==> src/rtl/core_dispatcher.sv <==
// core_dispatcher: grants the snooper to free filter cores round-robin, records
// the order in which cores received packets, and hands the forwarder to cores
// strictly in that order, skipping cores whose packet was rejected.
module core_dispatcher #(
   parameter  int N         = 4,
   localparam int SEL_WIDTH = (N > 1) ? $clog2(N) : 1
) (
   input  logic                 clk,
   input  logic                 rst,
   input  logic [N-1:0]         core_rdy_for_sn,
   output logic [N-1:0]         core_sn_ack,
   output logic [N-1:0]         core_sn_done,
   input  logic [N-1:0]         core_rdy_for_fwd,
   input  logic [N-1:0]         core_rej,
   output logic [N-1:0]         core_fwd_ack,
   output logic [N-1:0]         core_fwd_done,
   output logic                 rdy_for_sn,
   input  logic                 rdy_for_sn_ack,
   input  logic                 sn_done,
   output logic                 rdy_for_fwd,
   input  logic                 rdy_for_fwd_ack,
   input  logic                 fwd_done,
   output logic [SEL_WIDTH-1:0] sn_sel,
   output logic [SEL_WIDTH-1:0] fwd_sel,
   output logic [SEL_WIDTH:0]   inflight_cnt
);

   typedef enum logic [1:0] {SN_IDLE, SN_OFFER, SN_BUSY} sn_state_e;
   typedef enum logic [1:0] {FW_IDLE, FW_OFFER, FW_BUSY} fw_state_e;

   localparam logic [SEL_WIDTH-1:0] LAST_IDX = SEL_WIDTH'(N - 1);
   localparam logic [SEL_WIDTH:0]   CNT_ONE  = (SEL_WIDTH+1)'(1);
   localparam logic [SEL_WIDTH:0]   CNT_FULL = (SEL_WIDTH+1)'(N);

   // Core indices wrap at N, which need not be a power of two.
   function automatic logic [SEL_WIDTH-1:0] next_idx(input logic [SEL_WIDTH-1:0] idx);
      return (idx == LAST_IDX) ? '0 : idx + SEL_WIDTH'(1);
   endfunction

   function automatic logic [N-1:0] onehot(input logic [SEL_WIDTH-1:0] idx);
      logic [N-1:0] oh;
      oh      = '0;
      oh[idx] = 1'b1;
      return oh;
   endfunction

   // snoop side
   sn_state_e            sn_state_q, sn_state_d;
   logic [SEL_WIDTH-1:0] sn_sel_q, sn_sel_d;
   logic [SEL_WIDTH-1:0] rr_ptr_q, rr_ptr_d;
   logic                 rdy_for_sn_q, rdy_for_sn_d;
   logic [N-1:0]         sn_ack_q, sn_ack_d;
   logic [N-1:0]         sn_done_q, sn_done_d;
   logic                 push;

   // forward side
   fw_state_e            fw_state_q, fw_state_d;
   logic [SEL_WIDTH-1:0] fwd_sel_q, fwd_sel_d;
   logic                 rdy_for_fwd_q, rdy_for_fwd_d;
   logic [N-1:0]         fwd_ack_q, fwd_ack_d;
   logic [N-1:0]         fwd_done_q, fwd_done_d;
   logic                 pop;

   // order FIFO and per-core tracking
   logic [SEL_WIDTH-1:0] fifo_q [N];
   logic [SEL_WIDTH-1:0] wr_ptr_q, wr_ptr_d;
   logic [SEL_WIDTH-1:0] rd_ptr_q, rd_ptr_d;
   logic [SEL_WIDTH:0]   cnt_q, cnt_d;
   logic [N-1:0]         in_flight_q, in_flight_d;
   logic [N-1:0]         rej_q, rej_d;
   logic [SEL_WIDTH-1:0] head;
   logic [N-1:0]         push_mask, pop_mask;

   // round-robin pick
   logic [N-1:0]         sn_own, eligible;
   logic [SEL_WIDTH-1:0] pick, cand;
   logic                 pick_vld;

   assign head = fifo_q[rd_ptr_q];

   // First eligible core at or after rr_ptr, wrapping; a core already in the
   // FIFO or currently owned by the snooper is never offered again.
   always_comb begin
      sn_own = '0;
      if (sn_state_q != SN_IDLE) sn_own = onehot(sn_sel_q);
      eligible = core_rdy_for_sn & ~in_flight_q & ~sn_own;
      pick     = rr_ptr_q;
      pick_vld = 1'b0;
      cand     = rr_ptr_q;
      for (int k = 0; k < N; k++) begin
         if (!pick_vld && eligible[cand]) begin
            pick     = cand;
            pick_vld = 1'b1;
         end
         cand = next_idx(cand);
      end
   end

   // Snoop FSM next state: offer, ack, then wait for packet end and push.
   always_comb begin
      sn_state_d   = sn_state_q;
      sn_sel_d     = sn_sel_q;
      rr_ptr_d     = rr_ptr_q;
      rdy_for_sn_d = rdy_for_sn_q;
      sn_ack_d     = '0;
      sn_done_d    = '0;
      push         = 1'b0;
      case (sn_state_q)
         SN_IDLE: begin
            if (pick_vld) begin
               sn_sel_d     = pick;
               rdy_for_sn_d = 1'b1;
               sn_state_d   = SN_OFFER;
            end
         end
         SN_OFFER: begin
            if (rdy_for_sn_ack) begin
               rdy_for_sn_d = 1'b0;
               sn_ack_d     = onehot(sn_sel_q);
               sn_state_d   = SN_BUSY;
            end else if (!core_rdy_for_sn[sn_sel_q]) begin
               // core lost its free buffer before the snooper took it
               rdy_for_sn_d = 1'b0;
               sn_state_d   = SN_IDLE;
            end
         end
         SN_BUSY: begin
            if (sn_done) begin
               sn_done_d  = onehot(sn_sel_q);
               push       = 1'b1;
               rr_ptr_d   = next_idx(sn_sel_q);
               sn_state_d = SN_IDLE;
            end
         end
         default: begin
            rdy_for_sn_d = 1'b0;
            sn_state_d   = SN_IDLE;
         end
      endcase
   end

   // Forward FSM next state: serve FIFO head only, dropping rejected heads.
   always_comb begin
      fw_state_d    = fw_state_q;
      fwd_sel_d     = fwd_sel_q;
      rdy_for_fwd_d = rdy_for_fwd_q;
      fwd_ack_d     = '0;
      fwd_done_d    = '0;
      pop           = 1'b0;
      case (fw_state_q)
         FW_IDLE: begin
            if (cnt_q != '0) begin
               if (rej_q[head]) begin
                  pop = 1'b1;
               end else if (core_rdy_for_fwd[head]) begin
                  fwd_sel_d     = head;
                  rdy_for_fwd_d = 1'b1;
                  fw_state_d    = FW_OFFER;
               end
            end
         end
         FW_OFFER: begin
            if (rdy_for_fwd_ack) begin
               rdy_for_fwd_d = 1'b0;
               fwd_ack_d     = onehot(fwd_sel_q);
               fw_state_d    = FW_BUSY;
            end
         end
         FW_BUSY: begin
            if (fwd_done) begin
               fwd_done_d = onehot(fwd_sel_q);
               pop        = 1'b1;
               fw_state_d = FW_IDLE;
            end
         end
         default: begin
            rdy_for_fwd_d = 1'b0;
            fw_state_d    = FW_IDLE;
         end
      endcase
   end

   // FIFO pointers, occupancy and per-core in-flight / reject flags.
   // A reject on the core being popped this cycle is dropped: the core is
   // leaving, and a stale flag would wrongly skip its next packet.
   always_comb begin
      push_mask   = push ? onehot(sn_sel_q) : '0;
      pop_mask    = pop  ? onehot(head)     : '0;
      in_flight_d = (in_flight_q | push_mask) & ~pop_mask;
      rej_d       = (rej_q | (core_rej & in_flight_q)) & ~pop_mask;
      wr_ptr_d    = push ? next_idx(wr_ptr_q) : wr_ptr_q;
      rd_ptr_d    = pop  ? next_idx(rd_ptr_q) : rd_ptr_q;
      cnt_d       = cnt_q;
      if (push && !pop)      cnt_d = cnt_q + CNT_ONE;
      else if (pop && !push) cnt_d = cnt_q - CNT_ONE;
   end

   // Snoop FSM state register.
   always_ff @(posedge clk or posedge rst) begin
      if (rst) begin
         sn_state_q   <= SN_IDLE;
         sn_sel_q     <= '0;
         rr_ptr_q     <= '0;
         rdy_for_sn_q <= 1'b0;
         sn_ack_q     <= '0;
         sn_done_q    <= '0;
      end else begin
         sn_state_q   <= sn_state_d;
         sn_sel_q     <= sn_sel_d;
         rr_ptr_q     <= rr_ptr_d;
         rdy_for_sn_q <= rdy_for_sn_d;
         sn_ack_q     <= sn_ack_d;
         sn_done_q    <= sn_done_d;
      end
   end

   // Forward FSM state register.
   always_ff @(posedge clk or posedge rst) begin
      if (rst) begin
         fw_state_q    <= FW_IDLE;
         fwd_sel_q     <= '0;
         rdy_for_fwd_q <= 1'b0;
         fwd_ack_q     <= '0;
         fwd_done_q    <= '0;
      end else begin
         fw_state_q    <= fw_state_d;
         fwd_sel_q     <= fwd_sel_d;
         rdy_for_fwd_q <= rdy_for_fwd_d;
         fwd_ack_q     <= fwd_ack_d;
         fwd_done_q    <= fwd_done_d;
      end
   end

   // Order FIFO storage and tracking registers.
   always_ff @(posedge clk or posedge rst) begin
      if (rst) begin
         for (int i = 0; i < N; i++) fifo_q[i] <= '0;
         wr_ptr_q    <= '0;
         rd_ptr_q    <= '0;
         cnt_q       <= '0;
         in_flight_q <= '0;
         rej_q       <= '0;
      end else begin
         if (push) fifo_q[wr_ptr_q] <= sn_sel_q;
         wr_ptr_q    <= wr_ptr_d;
         rd_ptr_q    <= rd_ptr_d;
         cnt_q       <= cnt_d;
         in_flight_q <= in_flight_d;
         rej_q       <= rej_d;
      end
   end

   // The in-flight mask keeps a full FIFO from ever seeing another push.
   a_no_push_full: assert property (@(posedge clk) disable iff (rst)
                                    !(push && (cnt_q == CNT_FULL)));

   assign core_sn_ack   = sn_ack_q;
   assign core_sn_done  = sn_done_q;
   assign core_fwd_ack  = fwd_ack_q;
   assign core_fwd_done = fwd_done_q;
   assign rdy_for_sn    = rdy_for_sn_q;
   assign rdy_for_fwd   = rdy_for_fwd_q;
   assign sn_sel        = sn_sel_q;
   assign fwd_sel       = fwd_sel_q;
   assign inflight_cnt  = cnt_q;

endmodule

==> config.mk <==
export PLATFORM = sky130hd
export DESIGN_NAME = core_dispatcher
export DESIGN_NICKNAME = d
export VERILOG_FILES = /design/src/rtl/core_dispatcher.sv
export SDC_FILE = /design/constraint.sdc
export NUM_CORES = 1
export LEC_CHECK = 0
export CAP_MARGIN = 20
export CORE_MARGIN = 4
export CORE_UTILIZATION = 47
export DETAILED_ROUTE_END_ITERATION = 16
export HOLD_SLACK_MARGIN = 0.1
export PLACE_DENSITY = 0.7
export SYNTH_ARGS = -nofsm -noshare
export SYNTH_HDL_FRONTEND = slang
export SYNTH_SLANG_ARGS = --single-unit
==> constraint.sdc <==
create_clock -name clk -period 3 [get_ports clk]
set_input_delay 0.6 -clock clk [delete_from_list [all_inputs] [get_ports clk]]
set_output_delay 0.6 -clock clk [all_outputs]
set_load 0.05 [all_outputs]
# After elaboration in Yosys (flattened, before gate mapping)
# Cells that the tools add are included.
# op_classes
n_mux	78
bitwise	15
n_eq_ne	18
add_sub_neg	8
order_cmp	13
n_reduce_logical	26
# ops
operator	n
$mux 4	11
$mux 2	21
$mux 1	26
$lt 2x3->1 const B	7
$and 4x4->4	5
$eq 2x2->1 const B	8
$bmux 1 s2	7
$ne 2x2->1 const B	7
$add 2x1->2 const B	6
$not 4->4	3
$pmux 2 s3	2
$reduce_and 5->1	2
$logic_and 1x1->1	9
$bwmux 8	1
$or 4x4->4	2
$demux 1 s2	3
$ge 2x1->1 const B	3
$ge 3x3->1 const B	2
$mux 3	2
$not 2->3	2
$pmux 1 s3	2
$reduce_and 3->1	2
$logic_not 1->1	5
$bmux 2 s2	1
other kinds (13)	19
# word_totals
in_bits	18
wordCells	178
reg_bits	51
out_inout_bits	25

# Depth between registers and ports, before layout
# Gate-level depths: netlist of run 1.
# depth
ltp_word	21
ltp_mapped	11
depth_no_buf	10

# Worst setup path after synthesis of run 1
# OpenSTA, ideal clock, no wires.
# synth_path
kind	register -> register
startpoint	register cnt_q[0] (netlist: inflight_cnt[0])
endpoint	register cnt_q[1] (netlist: inflight_cnt[1])
setup_ns	0.125
stages_incl_launch_ff	10
synth_period_minus_slack_ns	2.657
slack_ns	0.343
required_time_ns	2.875
t_arrival_ns	2.533
path_buffers	1
path_cell_list	dfrtp_1 > nor3_1 > or3_1 > clkbuf_1 > o31ai_1 > nor2_2 > ha_1 > inv_1 > fa_1 > mux2_2
# synth_between
elab_chain_len	6
elab_cells_between_ends	11
cone_classes	add/sub (2); mux (4); reduce/logical (5)
# synth_lines
item	line	source
start, declared	68	logic [SEL_WIDTH:0] cnt_q, cnt_d;
start signal, assigned	247	cnt_q <= cnt_d;
$reduce_bool 3->1	152	if (cnt_q != '0) begin
$mux 1	152	
$pmux 1 s2	150	case (fw_state_q)
$logic_not 1->1	194	if (push && !pop) cnt_d = cnt_q + CNT_ONE;
$logic_and 1x1->1	194	
$mux 3 (*)	194	
net cnt_d[1]	68	
# The timed path passes the listed nets; every way through them passes the cells marked *. The select of a mux whose other input is x is not followed.
# A chain may end at the register's enable or synchronous reset.

# Worst setup path in the final report of run 1
# layout_path
startpoint	register rd_ptr_q[0]
endpoint	register cnt_q[2] (netlist: inflight_cnt[2])
# layout_between
elab_chain_len	12
elab_cells_between_ends	14
cone_classes	mux (9); bitwise (1); reduce/logical (4)
# layout_lines
item	line	source
start, declared	67	logic [SEL_WIDTH-1:0] rd_ptr_q, rd_ptr_d;
start signal, assigned	246	rd_ptr_q <= rd_ptr_d;
$not 2->3 (not written as such) (*)	79	assign head = fifo_q[rd_ptr_q];
$bmux 2 s2 (*)	79	
$mux 2 (not written as such) (*) (2 in series)	79	
$bmux 1 s2 (*)	153	if (rej_q[head]) begin
$mux 1 (not written as such) (*)	153	
$mux 1 (*)	153	
$mux 1 (*)	152	
$pmux 1 s2 (*)	150	
$logic_not 1->1	194	
$logic_and 1x1->1	194	
$mux 3 or $reduce_bool 2->1 (tied branches)	-	
# Mark *: on every way between the ends. The rest lies on a longest branch, timed or not. The select of a mux whose other input is x is not followed.

==> flow_summary_export.csv, run 1 <==
group,metric,value,unit
final_layout,fin_cells,378,
sta,hold_violations,0,
sta,period_minus_slack,2.80,ns
synth,yosysWarnings,0,
sta,setup_ws,0.197,ns
grt,grt.total_usage,17.9,%
routing,drc,0,
die,core-area,0.00524,mm^2
routing,dr.pass1.iters,4,
setup_path,required,3.23,ns
final_layout,nets,337,
clock_network,cts.htree.levels,2,
grt,grt_start_max_net_pins,42,
final_layout,drive_gt1_share,9.42,%
final_layout,layout_common_cells,"dfrtp_1, clkdlybuf4s50_1, nand2_1",
clock_network,clk_latency,0.30,ns
synth,synth-seq-cells,51,
sta,setup_viol,0,
clock_network,cts.reportedPaths.clkPinSlew,0.09,ns
placed_design,placed_area,0.00311,mm^2
setup_path,critPathSlowestCell,"mux4_2",
final_layout,nFillCells,450,
sta,post-route-period-util,93.4,%
sta,whs,0.493,ns
setup_path,cp-end-kind,"flop",
routing,detail-route-antenna-nets,0,
hold_path,hold_class,"reg2reg",
routing,drt_wl_total,5.67,mm
synth,netlist_top_cells_area,"dfrtp_1, ha_1, nand2_1, nor2_1, o21ai_0",
routing,vias,2034,
die,row_count,26,
hold_path,min_from,"rdy_for_fwd$_DFFE_PP0P_",
placed_design,dp_hpwl,4.27,mm
synth,ys_seq_area_share,49.2,%
clock_network,cts_made_buffers,5,
clock_network,cts_hold_buf,0,
grt,antenna_found_initial,0,
setup_path,cp-start-kind,"flop",
placed_design,dp_cells,370,
die,ios,43,
grt,grt_pass1_vias,1903,
grt,grt_overflow_total,0,
final_layout,multi_input_area,0.00124,mm^2
power_and_ir_drop,p_per_area,1090,mW/mm^2
setup_path,reg2reg_from,"rd_ptr_q[0]$_DFFE_PP0P_",
final_layout,antennaDiodeCount,0,
synth,syn_avg_cell_area,10.1,um^2
clock_network,cts.path.max_buffers,2,
synth,yosysTopAreaCellShare,49.2,%
clock_network,tritoncts,"built",
setup_path,timing.critical_path.buf_inv,1,
synth,syn-num-nets,288,
clock_network,clock_sinks,51,
power_and_ir_drop,peakVddDrop,850,uV
sta,maxSlewViolCount,0,
die,die_area,0.00677,mm^2
final_layout,layout_commonest_cell,"dfrtp_1",
sta,rsz0062_at_grt,"false",
power_and_ir_drop,power.leakage,1.43,nW
sta,setup-tns-final,0,ns
placed_design,place_ws,0.184,ns
sta,fmax,357,MHz
die,die_y,82.3,um
synth,syn_inst,258,
flow_run,maxCapViolCount,0,
setup_path,crit_fanout,7,
setup_path,crit_family,"multiplexers",
die,start_util,49.5,%
grt,grt_pass1_wl,9.24,mm
final_layout,final_area,0.00323,mm^2
clock_network,cts_root_buf,"clkbuf_8",
placed_design,gp_congestion,0.914,
synth,synth.distinct_cells,51,
setup_path,slowest_delay,0.63,ns
routing,wl_met1,2.66,mm
clock_network,cts_resized,0,
clock_network,postCtsSetupRepairBufs,0,
synth,syn-cell-area,0.00259,mm^2
run_status,status,"finished clean",
setup_path,regToRegSetupSlack,0.20,ns
synth,yosys.area.top_type,"dfrtp_1",
setup_path,critical_path_class,"reg2reg",
sta,finalClockSkew,0.00446,ns
placed_design,portBuffers,42,
routing,drt_iter0_markers,107,
routing,highest_layer,"met4",
routing,wl_met2,2.56,mm
die,dieWidth,82.3,um
setup_path,cp_common_cell,"xor2_1",
setup_path,arrival,3.03,ns
setup_path,cp-startpoint,"rd_ptr_q[0]$_DFFE_PP0P_",
sta,maxSlewHeadroom,43.2,%
sta,worst_pin_slew,0.850,ns
routing,wl_per_cell,15.0,um
routing,wl_met3,370,um
setup_path,crit_chain,"mux4_2 -> mux2i_1 -> nor3b_1 -> nor2_2 -> ha_1 -> inv_1 -> fa_1 -> xor2_1 -> nor2_1 -> xor2_1",
final_layout,register_area,0.00128,mm^2
routing,vias_per_cell,5.38,
final_layout,syn2layout_area_growth,24.4,%
==> final cells by class <==
class / count / share of cell area (%)
clock inverter: 2 / 1.09
multi-input combinational: 190 / 38.4
clock buffer: 6 / 2.56
inverter: 11 / 1.28
sequential: 51 / 39.6
timing repair buffer: 48 / 14.4
tap: 70 / 2.72
==> worst paths after layout <==
| check | endpoint | cells past startpoint |
|---|---|---|
| hold / removal | rdy_for_fwd$_DFFE_PP0P_ | 1 |
| setup reg to reg | inflight_cnt[2]$_DFFE_PP0P_ | 10 |
| min in group asynchronous | inflight_cnt[0]$_DFFE_PP0P_ | 2 |
| setup / recovery | inflight_cnt[2]$_DFFE_PP0P_ | 10 |
| hold reg to reg | rdy_for_fwd$_DFFE_PP0P_ | 1 |
| max in group asynchronous | core_sn_done[3]$_DFF_PP0_ | 3 |
==> registers in the layout (all words and copies together), names as in the netlist <==
signal / count
rej_q: 4
rr_ptr_q: 2
sn_sel: 2
rd_ptr_q: 2
fifo_q: 8
rdy_for_fwd: 1
core_fwd_ack: 4
fw_state_q: 2
in_flight_q: 4
wr_ptr_q: 2
fwd_sel: 2
inflight_cnt: 3
core_fwd_done: 4
core_sn_ack: 4
core_sn_done: 4
rdy_for_sn: 1
sn_state_q: 2
==> synth_stat cells, drive strengths merged <==
cell type / count
fa: 1
nor2b: 2
xnor2: 1
o31ai: 4
dfrtp: 51
o2bb2ai: 1
o32a: 1
o21ai: 24
mux4: 4
nand3b: 3
nor4: 1
a22o: 1
mux2: 3
clkbuf: 3
a32oi: 1
nand4: 1
nor3: 8
nor3b: 5
buf: 3
a21oi: 6
nand3: 1
a31oi: 4
nor2: 32
o21a: 2
nand2: 33
mux2i: 3
inv: 11
o22a: 1
and3b: 1
nand2b: 4
a21o: 3
a211oi: 4
xor2: 2
or3: 2
o211ai: 2
o311ai: 3
and2: 10
or2: 5
ha: 11
==> where the power goes <==
| part | internal, mW | leakage [nW] | switching, mW | total (mW) |
|---|---|---|---|---|
| clock network | 0.270 | 0.0612 | 0.213 | 0.482 |
| registers | 0.924 | 0.657 | 0.246 | 1.17 |
| logic | 0.750 | 0.713 | 1.11 | 1.86 |
==> metrics by stage <==
stage / power, mW / utilization [%]
after detailed placement: 3.02 / 59.3
after CTS: 3.52 / 61.6
final: 3.51 / 61.6
after floorplan: 2.53 / -
after global placement: 2.99 / 59.3
after global routing: 3.77 / 61.6
==> cells by family (layout without fill, tap and decap cells) <==
family,Yosys count,in the layout,share of synthesized area (%)
simple gates,108,108,20.1
xor+xnor,3,3,1.01
fa+ha+maj,12,12,6.08
mux,10,10,5.93
compound gates,57,57,14.6
buf+inv,17,67,3.09
flops,51,51,49.2
==> layer usage <==
layer | GRT usage [%] | up-vias
li1 | - | 1000
met4 | 4.98 | 0
met5 | 0 | -
met3 | 4.23 | 16
met2 | 26.8 | 87
met1 | 26.0 | 931
Note: power is estimated with default switching activity, not from simulation.
==> inputs of run 2 (changes only) <==
--- a/config.mk
+++ b/config.mk
@@ -6,11 +6,11 @@
 export NUM_CORES = 1
 export LEC_CHECK = 0
 export CAP_MARGIN = 20
-export CORE_MARGIN = 4
 export CORE_UTILIZATION = 47
 export DETAILED_ROUTE_END_ITERATION = 16
 export HOLD_SLACK_MARGIN = 0.1
 export PLACE_DENSITY = 0.7
+export SLEW_MARGIN = 20
 export SYNTH_ARGS = -nofsm -noshare
 export SYNTH_HDL_FRONTEND = slang
 export SYNTH_SLANG_ARGS = --single-unit
==> flow_summary_export.csv, run 2 (synthesized netlist as in run 1, its figures left out) <==
group,metric,value,unit
final_layout,layout_commonest_cell,"dfrtp_1",
sta,whs,0.489,ns
routing,drt_iter0_markers,117,
power_and_ir_drop,peakVddDrop,624,uV
setup_path,crit_fanout,7,
grt,grt_pass1_wl,9.81,mm
setup_path,cp-start-kind,"flop",
final_layout,multi_input_area,0.00124,mm^2
clock_network,cts.reportedPaths.clkPinSlew,0.09,ns
die,row_count,26,
grt,antenna_found_initial,0,
final_layout,antennaDiodeCount,0,
sta,post-route-period-util,92.8,%
clock_network,cts_resized,0,
grt,grt_start_max_net_pins,27,
final_layout,layout_common_cells,"dfrtp_1, clkdlybuf4s50_1, nand2_1",
routing,wl_per_cell,14.8,um
sta,maxSlewViolCount,0,
routing,drc,0,
routing,dr.pass1.iters,4,
placed_design,portBuffers,42,
grt,grt_pass1_vias,1966,
die,ios,43,
power_and_ir_drop,power,3.58,mW
sta,setup-tns-final,0,ns
run_status,status,"finished clean",
placed_design,dp_hpwl,4.26,mm
final_layout,top_register,"fifo_q",
sta,rsz0062_at_grt,"false",
final_layout,drive_gt1_share,9.09,%
routing,drt_wl_total,5.61,mm
final_layout,syn2layout_area_growth,25.4,%
final_layout,nFillCells,463,
sta,setup_viol,0,
clock_network,clock_sinks,51,
final_layout,final_util,62.5,%
sta,finalClockSkew,0.00723,ns
setup_path,critical_path_class,"reg2reg",
sta,maxSlewHeadroom,61.3,%
die,die_area,0.00582,mm^2
clock_network,postCtsSetupRepairBufs,0,
placed_design,place_ws,0.207,ns
grt,grt.total_usage,21.3,%
final_layout,register_area,0.00128,mm^2
clock_network,cts.path.max_buffers,2,
sta,period_minus_slack,2.78,ns
flow_run,maxCapViolCount,0,
clock_network,clk_latency,0.30,ns
sta,hold_violations,0,
routing,vias_per_cell,5.40,
clock_network,cts_root_buf,"clkbuf_8",
hold_path,hold_class,"reg2reg",
sta,setup_ws,0.216,ns
die,die_y,76.3,um
routing,vias,2041,
setup_path,cp-end-kind,"flop",
setup_path,regToRegSetupSlack,0.22,ns
routing,detail-route-antenna-nets,0,
die,start_util,49.8,%
clock_network,tritoncts,"built",
power_and_ir_drop,p_per_area,1100,mW/mm^2
clock_network,cts_hold_buf,0,
sta,fmax,359,MHz
placed_design,gp_congestion,0.997,
clock_network,cts_made_buffers,5,
grt,grt_overflow_total,0,
final_layout,largest_register_ffs,8,
setup_path,required,3.23,ns
sta,worst_pin_slew,0.579,ns
clock_network,cts.htree.levels,2,
die,core-area,0.00520,mm^2
die,dieWidth,76.3,um
power_and_ir_drop,power.leakage,1.44,nW
final_layout,nets,337,
setup_path,arrival,3.01,ns
-- run 2: changes by cell type in the layout (fill, tap and decap cells not counted) --
cell	before	now
buf_4	6	5
clkbuf_1	0	1
bufinv_16	1	2
buf_12	0	1
clkinv_2	1	0
clkbuf_8	6	5
-- run 2: final cells by class --
cell class,instances,share of cell area [%]
Tap cell,70,2.69
Timing Repair Buffer,48,14.7
Inverter,11,1.27
Multi-Input combinational cell,190,38.0
Clock inverter,2,1.85
Sequential cell,51,39.2
Clock buffer,6,2.23
-- run 2: final timing paths --
kind,start,end,cells past startpoint
setup / recovery,rd_ptr_q[0]$_DFFE_PP0P_,inflight_cnt[2]$_DFFE_PP0P_,10
hold / removal,rdy_for_sn$_DFFE_PP0P_,rdy_for_sn$_DFFE_PP0P_,2
setup reg to reg,rd_ptr_q[0]$_DFFE_PP0P_,inflight_cnt[2]$_DFFE_PP0P_,10
hold reg to reg,rdy_for_sn$_DFFE_PP0P_,rdy_for_sn$_DFFE_PP0P_,2
max in group asynchronous,rst,core_sn_ack[3]$_DFF_PP0_,3
min in group asynchronous,rst,rdy_for_fwd$_DFFE_PP0P_,2
-- run 2: stage by stage --
stage	area [um^2]	cells
after global placement	3120	370
after detailed placement	3120	370
final	3250	378
after global routing	3250	378
after CTS	3250	378
after floorplan	2590	258
-- run 2: worst max-delay path: stages (launching register included) --
cell and delay (ns):
dfrtp_1 0.47, mux4_2 0.63, mux2i_1 0.22, nor3b_1 0.09
nor2_2 0.23, ha_1 0.22, inv_1 0.06, fa_1 0.37
xor2_1 0.15, nor2_1 0.11, xor2_1 0.16
-- run 2: layer usage --
layer	global-route usage (%)	part of all wire (%)	vias up
met5	0	0	-
met4	6.54	1.9	0
met3	4.31	5.1	10
met2	33.5	46	72
met1	29.8	47	954
li1	-	-	1005
-- run 2: report_power, final --
group | total, mW | internal [mW] | switching (mW)
combinational | 1.86 | 0.759 | 1.10
clock | 0.555 | 0.333 | 0.222
sequential | 1.17 | 0.924 | 0.246
==> inputs of run 3 (changes only) <==
--- a/config.mk
+++ b/config.mk
@@ -9,6 +9,7 @@
 export CORE_UTILIZATION = 47
 export DETAILED_ROUTE_END_ITERATION = 16
 export HOLD_SLACK_MARGIN = 0.1
+export MAX_ROUTING_LAYER = met4
 export PLACE_DENSITY = 0.7
 export SLEW_MARGIN = 20
 export SYNTH_ARGS = -nofsm -noshare
==> flow_summary_export.csv, run 3 (synthesized netlist as in run 1, its figures left out) <==
group,metric,value,unit
run_status,status,"finished clean",
flow_run,maxCapViolCount,0,
routing,drc,0,
clock_network,clk_latency,0.31,ns
setup_path,reg2reg_from,"rd_ptr_q[0]$_DFFE_PP0P_",
routing,detail-route-antenna-nets,0,
setup_path,reg2reg_to,"inflight_cnt[2]$_DFFE_PP0P_",
final_layout,top_register,"fifo_q",
final_layout,layout_commonest_cell,"dfrtp_1",
sta,setup_viol,0,
power_and_ir_drop,power.leakage,1.41,nW
die,core-area,0.00520,mm^2
sta,post-route-period-util,92.3,%
sta,rsz0062_at_grt,"false",
final_layout,register_area,0.00128,mm^2
die,die_y,76.3,um
routing,drt_iter0_markers,148,
grt,grt_start_max_net_pins,27,
sta,worst_pin_slew,0.574,ns
clock_network,postCtsSetupRepairBufs,0,
final_layout,layout_common_cells,"dfrtp_1, clkdlybuf4s50_1, nand2_1",
power_and_ir_drop,power,3.43,mW
clock_network,cts.path.max_buffers,2,
hold_path,hold_class,"reg2reg",
routing,wl_per_cell,14.9,um
sta,setup-tns-final,0,ns
clock_network,cts_hold_buf,0,
power_and_ir_drop,peakVddDrop,887,uV
placed_design,dp_hpwl,4.28,mm
grt,grt_pass1_vias,1970,
setup_path,r2r_cells,10,
routing,dr.pass1.iters,4,
clock_network,tritoncts,"built",
clock_network,cts_resized,0,
routing,vias_per_cell,5.40,
setup_path,critical_path_class,"reg2reg",
clock_network,cts_root_buf,"clkbuf_8",
sta,period_minus_slack,2.77,ns
setup_path,crit_end,"inflight_cnt[2]$_DFFE_PP0P_",
grt,grt_pass1_wl,9.65,mm
grt,antenna_found_initial,0,
final_layout,antennaDiodeCount,0,
setup_path,cp-end-kind,"flop",
sta,finalClockSkew,0.0124,ns
setup_path,cp-startpoint,"rd_ptr_q[0]$_DFFE_PP0P_",
die,start_util,49.8,%
die,row_count,26,
setup_path,cp-start-kind,"flop",
final_layout,nFillCells,437,
die,ios,43,
final_layout,nets,336,
clock_network,cts.reportedPaths.clkPinSlew,0.09,ns
setup_path,crit_fanout,7,
sta,maxSlewHeadroom,61.7,%
clock_network,cts_made_buffers,5,
grt,grt_overflow_total,0,
final_layout,drive_gt1_share,9.12,%
sta,maxSlewViolCount,0,
setup_path,arrival,3.00,ns
sta,fmax,361,MHz
routing,drt_wl_total,5.63,mm
final_layout,syn2layout_area_growth,23.6,%
setup_path,required,3.23,ns
clock_network,clock_sinks,51,
die,die_area,0.00582,mm^2
placed_design,portBuffers,42,
sta,hold_violations,0,
routing,vias,2036,
die,dieWidth,76.3,um
power_and_ir_drop,p_per_area,1070,mW/mm^2
clock_network,cts.htree.levels,2,
setup_path,regToRegSetupSlack,0.23,ns
grt,grt.total_usage,21.7,%
final_layout,largest_register_ffs,8,
final_layout,multi_input_area,0.00124,mm^2
placed_design,gp_congestion,1.05,
run 3: how the worst min path moves through the flow:
stage | startpoint | cells past startpoint | endpoint
2_1_floorplan | fifo_q[2]$_DFFE_PP0P_ | 2 | fifo_q[2]$_DFFE_PP0P_
3_3_place_gp | fifo_q[1]$_DFFE_PP0P_ | 2 | fifo_q[1]$_DFFE_PP0P_
3_5_place_dp | rdy_for_fwd$_DFFE_PP0P_ | 1 | rdy_for_fwd$_DFFE_PP0P_
4_1_cts | rdy_for_fwd$_DFFE_PP0P_ | 1 | rdy_for_fwd$_DFFE_PP0P_
5_1_grt | rdy_for_fwd$_DFFE_PP0P_ | 1 | rdy_for_fwd$_DFFE_PP0P_
6_report | fifo_q[6]$_DFFE_PP0P_ | 2 | fifo_q[6]$_DFFE_PP0P_
run 3: per-layer routing:
metal	GRT usage [%]	wire length [um]	share of wire [%]	vias up
li1	-	-	-	993
met5	-	0	0	-
met3	3.71	358	6.4	13
met1	28.8	2560	46	940
met2	34.0	2600	46	90
met4	6.73	106	1.9	0
run 3: metrics by stage:
stage | worst slack, ns | util, % | cell area (um^2) | hold WS [ns] | cells
2_1_floorplan | 0.343 | - | 2590 | 0.445 | 258
3_3_place_gp | 0.290 | 59.8 | 3110 | 0.465 | 369
3_5_place_dp | 0.227 | 59.8 | 3110 | 0.479 | 369
4_1_cts | 0.207 | 61.6 | 3210 | 0.501 | 377
5_1_grt | 0.000927 | 61.6 | 3210 | 0.528 | 377
6_report | 0.232 | 61.6 | 3210 | 0.494 | 377
run 3: area by class of cell:
class / count / share of cell area, %
Sequential cell: 51 / 39.8
Multi-Input combinational cell: 190 / 38.6
Timing Repair Buffer: 47 / 14.7
Tap cell: 70 / 2.73
Clock buffer: 5 / 2.15
Inverter: 11 / 1.29
Clock inverter: 3 / 0.780
run 3: worst max-delay path, stage by stage, from the launching register on:
cell and delay, ns:
dfrtp_1 0.47, mux4_2 0.63, mux2i_1 0.22, nor3b_1 0.09, nor2_2 0.23, ha_1 0.23, inv_1 0.06, fa_1 0.38
xor2_1 0.15, nor2_1 0.11, xor2_1 0.15
run 3: report_power, final:
part           switching [mW]  internal, mW
clock                   0.239         0.167
combinational            1.10         0.753
sequential              0.247         0.924
